--- src/rtl/multicycle_controller.sv ---
// Control FSM for the shared-memory multicycle MIPS-subset datapath.
// Drives every datapath enable/select, counts retired instructions and flags illegal opcodes.
module multicycle_controller #(
  parameter int CNT_W = 16
) (
  input  logic             clk,
  input  logic             rst,
  input  logic [5:0]       opcode,
  input  logic             zero,
  input  logic             mem_ready,
  output logic             pc_write,
  output logic             pc_write_cond,
  output logic [1:0]       pc_src,
  output logic             i_or_d,
  output logic             mem_read,
  output logic             mem_write,
  output logic             ir_write,
  output logic [1:0]       mem_to_reg,
  output logic [1:0]       reg_dst,
  output logic             reg_write,
  output logic             alu_src_a,
  output logic [1:0]       alu_src_b,
  output logic [1:0]       alu_op,
  output logic             instr_done,
  output logic             illegal_op,
  output logic [CNT_W-1:0] retired,
  output logic [3:0]       state
);

  typedef enum logic [3:0] {
    S_FETCH    = 4'd0,
    S_DECODE   = 4'd1,
    S_MEM_ADDR = 4'd2,
    S_MEM_LW   = 4'd3,
    S_WB_LW    = 4'd4,
    S_MEM_SW   = 4'd5,
    S_EXEC_R   = 4'd6,
    S_WB_R     = 4'd7,
    S_EXEC_I   = 4'd8,
    S_WB_I     = 4'd9,
    S_BEQ      = 4'd10,
    S_JUMP     = 4'd11,
    S_JR       = 4'd12,
    S_JAL      = 4'd13
  } state_e;

  state_e           state_q, state_d;
  logic [CNT_W-1:0] retired_q, retired_d;
  logic             done_c;

  // The zero flag is gated by pc_write_cond inside the datapath, never here.
  logic unused_zero;
  assign unused_zero = zero;

  // NOTE: sequential state uses non-blocking assignments so every flop samples pre-edge values.
  always_ff @(posedge clk or negedge rst) begin
    if (!rst) begin
      state_q   <= S_FETCH;
      retired_q <= '0;
    end else begin
      state_q   <= state_d;
      retired_q <= retired_d;
    end
  end

  // NOTE: every output gets a default before the case, so no path can infer a latch.
  always_comb begin
    state_d       = state_q;
    done_c        = 1'b0;
    pc_write      = 1'b0;
    pc_write_cond = 1'b0;
    pc_src        = 2'b00;
    i_or_d        = 1'b0;
    mem_read      = 1'b0;
    mem_write     = 1'b0;
    ir_write      = 1'b0;
    mem_to_reg    = 2'b00;
    reg_dst       = 2'b00;
    reg_write     = 1'b0;
    alu_src_a     = 1'b0;
    alu_src_b     = 2'b00;
    alu_op        = 2'b00;
    illegal_op    = 1'b0;

    unique case (state_q)
      S_FETCH: begin
        mem_read  = 1'b1;
        alu_src_b = 2'b01;
        ir_write  = mem_ready;
        pc_write  = mem_ready;
        if (mem_ready) state_d = S_DECODE;
      end
      S_DECODE: begin
        alu_src_b = 2'b11;
        unique case (opcode)
          6'b000000:            state_d = S_EXEC_R;
          6'b000001, 6'b000010: state_d = S_EXEC_I;
          6'b000011, 6'b000100: state_d = S_MEM_ADDR;
          6'b000101:            state_d = S_BEQ;
          6'b000110:            state_d = S_JUMP;
          6'b000111:            state_d = S_JR;
          6'b001000:            state_d = S_JAL;
          default: begin
            state_d    = S_FETCH;
            illegal_op = 1'b1;
          end
        endcase
      end
      S_MEM_ADDR: begin
        alu_src_a = 1'b1;
        alu_src_b = 2'b10;
        state_d   = (opcode == 6'b000011) ? S_MEM_LW : S_MEM_SW;
      end
      S_MEM_LW: begin
        mem_read = 1'b1;
        i_or_d   = 1'b1;
        if (mem_ready) state_d = S_WB_LW;
      end
      S_WB_LW: begin
        mem_to_reg = 2'b01;
        reg_write  = 1'b1;
        done_c     = 1'b1;
        state_d    = S_FETCH;
      end
      S_MEM_SW: begin
        mem_write = 1'b1;
        i_or_d    = 1'b1;
        done_c    = mem_ready;
        if (mem_ready) state_d = S_FETCH;
      end
      S_EXEC_R: begin
        alu_src_a = 1'b1;
        alu_op    = 2'b10;
        state_d   = S_WB_R;
      end
      S_WB_R: begin
        reg_dst   = 2'b01;
        reg_write = 1'b1;
        done_c    = 1'b1;
        state_d   = S_FETCH;
      end
      S_EXEC_I: begin
        alu_src_a = 1'b1;
        alu_src_b = 2'b10;
        alu_op    = (opcode == 6'b000010) ? 2'b11 : 2'b00;
        state_d   = S_WB_I;
      end
      S_WB_I: begin
        reg_write = 1'b1;
        done_c    = 1'b1;
        state_d   = S_FETCH;
      end
      S_BEQ: begin
        alu_src_a     = 1'b1;
        alu_op        = 2'b01;
        pc_write_cond = 1'b1;
        pc_src        = 2'b01;
        done_c        = 1'b1;
        state_d       = S_FETCH;
      end
      S_JUMP: begin
        pc_write = 1'b1;
        pc_src   = 2'b10;
        done_c   = 1'b1;
        state_d  = S_FETCH;
      end
      S_JR: begin
        pc_write = 1'b1;
        pc_src   = 2'b11;
        done_c   = 1'b1;
        state_d  = S_FETCH;
      end
      S_JAL: begin
        pc_write   = 1'b1;
        pc_src     = 2'b10;
        reg_dst    = 2'b10;
        mem_to_reg = 2'b10;
        reg_write  = 1'b1;
        done_c     = 1'b1;
        state_d    = S_FETCH;
      end
      default: state_d = S_FETCH;
    endcase

    // Reset holds the FSM in FETCH, but FETCH must not present a live memory read.
    if (!rst) begin
      done_c        = 1'b0;
      pc_write      = 1'b0;
      pc_write_cond = 1'b0;
      pc_src        = 2'b00;
      i_or_d        = 1'b0;
      mem_read      = 1'b0;
      mem_write     = 1'b0;
      ir_write      = 1'b0;
      mem_to_reg    = 2'b00;
      reg_dst       = 2'b00;
      reg_write     = 1'b0;
      alu_src_a     = 1'b0;
      alu_src_b     = 2'b00;
      alu_op        = 2'b00;
      illegal_op    = 1'b0;
    end

    retired_d = retired_q + CNT_W'(done_c);
  end

  assign instr_done = done_c;
  assign retired    = retired_q;
  assign state      = state_q;

endmodule
--- config.mk ---
export PLATFORM = sky130hd
export DESIGN_NAME = multicycle_controller
export DESIGN_NICKNAME = d
export VERILOG_FILES = /design/src/rtl/multicycle_controller.sv
export SDC_FILE = /design/constraint.sdc
export NUM_CORES = 1
export LEC_CHECK = 0
export CAP_MARGIN = 40
export CORE_MARGIN = 1.5
export CORE_UTILIZATION = 44
export DETAILED_ROUTE_END_ITERATION = 16
export HOLD_SLACK_MARGIN = 0.12
export PLACE_DENSITY_LB_ADDON = 0.05
export SYNTH_ARGS = -nofsm -noshare
export SYNTH_HDL_FRONTEND = slang
export SYNTH_SLANG_ARGS = --single-unit
--- constraint.sdc ---
create_clock -name clk -period 3.14 [get_ports clk]
set_clock_uncertainty 0.05 [all_clocks]
set_input_delay 0.628 -clock clk [delete_from_list [all_inputs] [get_ports clk]]
set_output_delay 0.628 -clock clk [all_outputs]
set_load 0.01 [all_outputs]
==> flow_summary_export.csv <==
group,metric,value,unit
run_status,outcome,"complete, but fails checks",
run_status,violations,"DRC",
timing,fmax,334,MHz
synthesis,ys_seq_elements,20,
drt,via_count,1353,
synthesis,synth_warnings,0,
timing,hold_violations,0,
synthesis,netlist_area,1340,um^2
clock_tree,ctsHoldBuffers,0,
synthesis,synth_top_area_share,37.4,%
drt,routedWlPerCell,14.6,um
synthesis,synth.cells.most_frequent,"dfrtp_1 (20), nor2_1 (13), o21ai_0 (11), xnor2_1 (11), nand2_1 (10)",
die,die_y,58.1,um
critical_path,startpoint_type,"input pin",
critical_path,reg2reg_to,"retired[12]",
synthesis,netlist_instances,151,
layout,syn_to_final_growth,45.4,%
drt,wl_met1,1410,um
synthesis,ys_seq_area_share,37.4,%
power,ir_worst_vdd,222,uV
clock_tree,cts_buffer_depth,2,
drt,viasPerCell,5.73,
synthesis,synth_ff_type,"dfrtp_1",
critical_path,reg2reg_setup_slack,0.56,ns
global_routing,grt_util_all_layers,22.3,%
hold_path,whs_endpoint,"retired[15]",
clock_tree,cts_sinks,20,
critical_path,worst-r2r-cell-count,8,
critical_path,r2r_start,"state[2]",
die,start_util,47.3,%
flow_run,cap_violations,0,
placement,gp_congestion,0.877,
power,p_leak,0.000861,uW
layout,finalNonFillerCells,236,
clock_tree,postCtsSetupBuffers,0,
clock_tree,cts_resized,3,
synthesis,synth.area.top_cells,"dfrtp_1 (37%), xnor2_1 (7.2%), and4_1 (4.6%)",
clock_tree,clkTransAtPathRegs,0.11,ns
hold_path,worstHoldStart,"retired[15]",
layout,drive_above_1_share,10.2,%
layout,fill_cells,253,
synthesis,async_flop_share,100,%
critical_path,cp_data_arrival_time,2.31,ns
die,die_area,3380,um^2
clock_tree,cts_made_buffers,3,
synthesis,syn_avg_cell_area,8.86,um^2
layout,fin_nets,218,
synthesis,synth_cell_type_count,39,
synthesis,yosysTopAreaCell,"dfrtp_1",
placement,dpl.cell_count,232,
drt,routed-wl-met2,1820,um
global_routing,grt_max_degree,22,
critical_path,worstSetupEndpointType,"output port",
timing,tightest_slew,0.508,ns
timing,tns,0,ns
critical_path,critPathMaxFanout,6,
timing,slew_viol_final,0,
drt,antenna_left,0,
critical_path,worstSetupPathType,"in -> out",
drt,wl,3450,um
clock_tree,cts_tree,"done",
die,die_w,58.1,um
drt,drtIter0Drc,63,
placement,port_buffers,48,
clock_tree,root_buffer,"clkbuf_4",
global_routing,overflow,0,
die,ioPinCount,50,
clock_tree,cts_max_level,1,
global_routing,grt_pass1_wl,5850,um
timing,setup_ws,0.149,ns
power,power.density,413,nW/um^2
hold_path,hp-class,"reg -> reg",
synthesis,synthesis.nets,163,
drt,dr.pass1.iters,11,
critical_path,cp_data_required_time,2.46,ns
timing,slew_headroom,66.2,%
global_routing,first_global_vias,1306,
placement,dp_hpwl,2660,um
global_routing,antenna_found_initial,0,
timing,setup_viol,0,
placement,place_area,1900,um^2
timing,period_share,95.3,%
clock_tree,insertion_delay,0.29,ns
drt,drc,3,
timing,min_period,2.99,ns
hold_path,min_path_cells,1,
synthesis,synth.most_common_cell,"dfrtp_1",
die,core-area,2830,um^2
die,rows,19,
placement,place_ws,-0.133,ns
timing,grt_setup_unrepaired,"no",
drt,maxUsedRoutingLayer,"met4",
layout,stdcell_area,1940,um^2
synthesis,synth_edf_count,0,
drt,dr_wl_met3,157,um
layout,antenna_cells_inserted,0,
-- metal layers --
| layer | GRT usage [%] | up-vias |
|---|---|---|
| li1 | - | 655 |
| met1 | 27.0 | 649 |
| met2 | 39.0 | 43 |
| met3 | 3.35 | 6 |
| met4 | 9.63 | 0 |
| met5 | 0 | - |
-- worst max-delay path, cell delays in order --
cell and delay [ns]:
clkdlybuf4s50_1 0.54, buf_4 0.22, and3_1 0.17, or2_2 0.27
clkdlybuf4s50_1 0.48
-- flip-flops by register name, indices dropped and copies added, names as in the netlist --
| register | count |
|---|---|
| retired | 16 |
| state | 4 |
-- cell type report --
class,count,area [um^2],area share [%]
clock buffers,4,36.3,1.87
inverters,1,3.75,0.193
multi-input cells,122,810,41.6
flip-flops and latches,20,500,25.7
well taps,31,38.8,1.99
repair buffers,58,556,28.6
-- per-stage QoR --
| step | hold WS (ns) | power [uW] | util, % |
|---|---|---|---|
| floorplan | 0.282 | 490 | - |
| global placement | 0.413 | 649 | 67.1 |
| detailed placement | 0.418 | 659 | 67.1 |
| CTS | 0.437 | 808 | 68.6 |
| global route | 0.469 | 862 | 68.7 |
| finish | 0.429 | 803 | 68.7 |
-- worst max path at each step --
stage | from | endpoint | cells past startpoint | slack (ns)
after global routing | opcode[1] | illegal_op | 6 | 0.01
after detailed placement | opcode[3] | alu_op[1] | 6 | -0.13
final | rst | pc_write | 5 | 0.15
after floorplan | state[2] | retired[12] | 9 | 0.64
after global placement | opcode[3] | alu_op[1] | 6 | -0.11
after CTS | opcode[2] | illegal_op | 5 | 0.08
-- report_power, final --
group	switching, uW	internal, uW	total, uW
sequential	33.7	281	315
combinational	177	166	343
clock	74.0	70.6	145
total	285	517	803
-- logic make-up (layout without fill, tap and decap cells) --
family | after synthesis | count (layout) | share of synthesized area (%)
flops | 20 | 20 | 37.4
simple gates | 74 | 74 | 32.3
fa+ha+maj | 2 | 2 | 1.87
compound gates | 28 | 28 | 13.5
buf+inv | 9 | 63 | 2.90
mux | 2 | 2 | 1.59
xor+xnor | 16 | 16 | 10.5
-- layout by cell type, fill, tap and decap left out, drive strengths merged, types with 3 or more instances in the layout --
cell,n
a21oi,4
and3,6
and4,7
buf,10
clkbuf,4
clkdlybuf4s50,45
dfrtp,20
nand2,10
nand2b,7
nand3,8
nand4,3
nor2,13
nor2b,7
nor3,4
o21ai,11
xnor2,11
xor2,5
(Power assumes the default switching activity.)
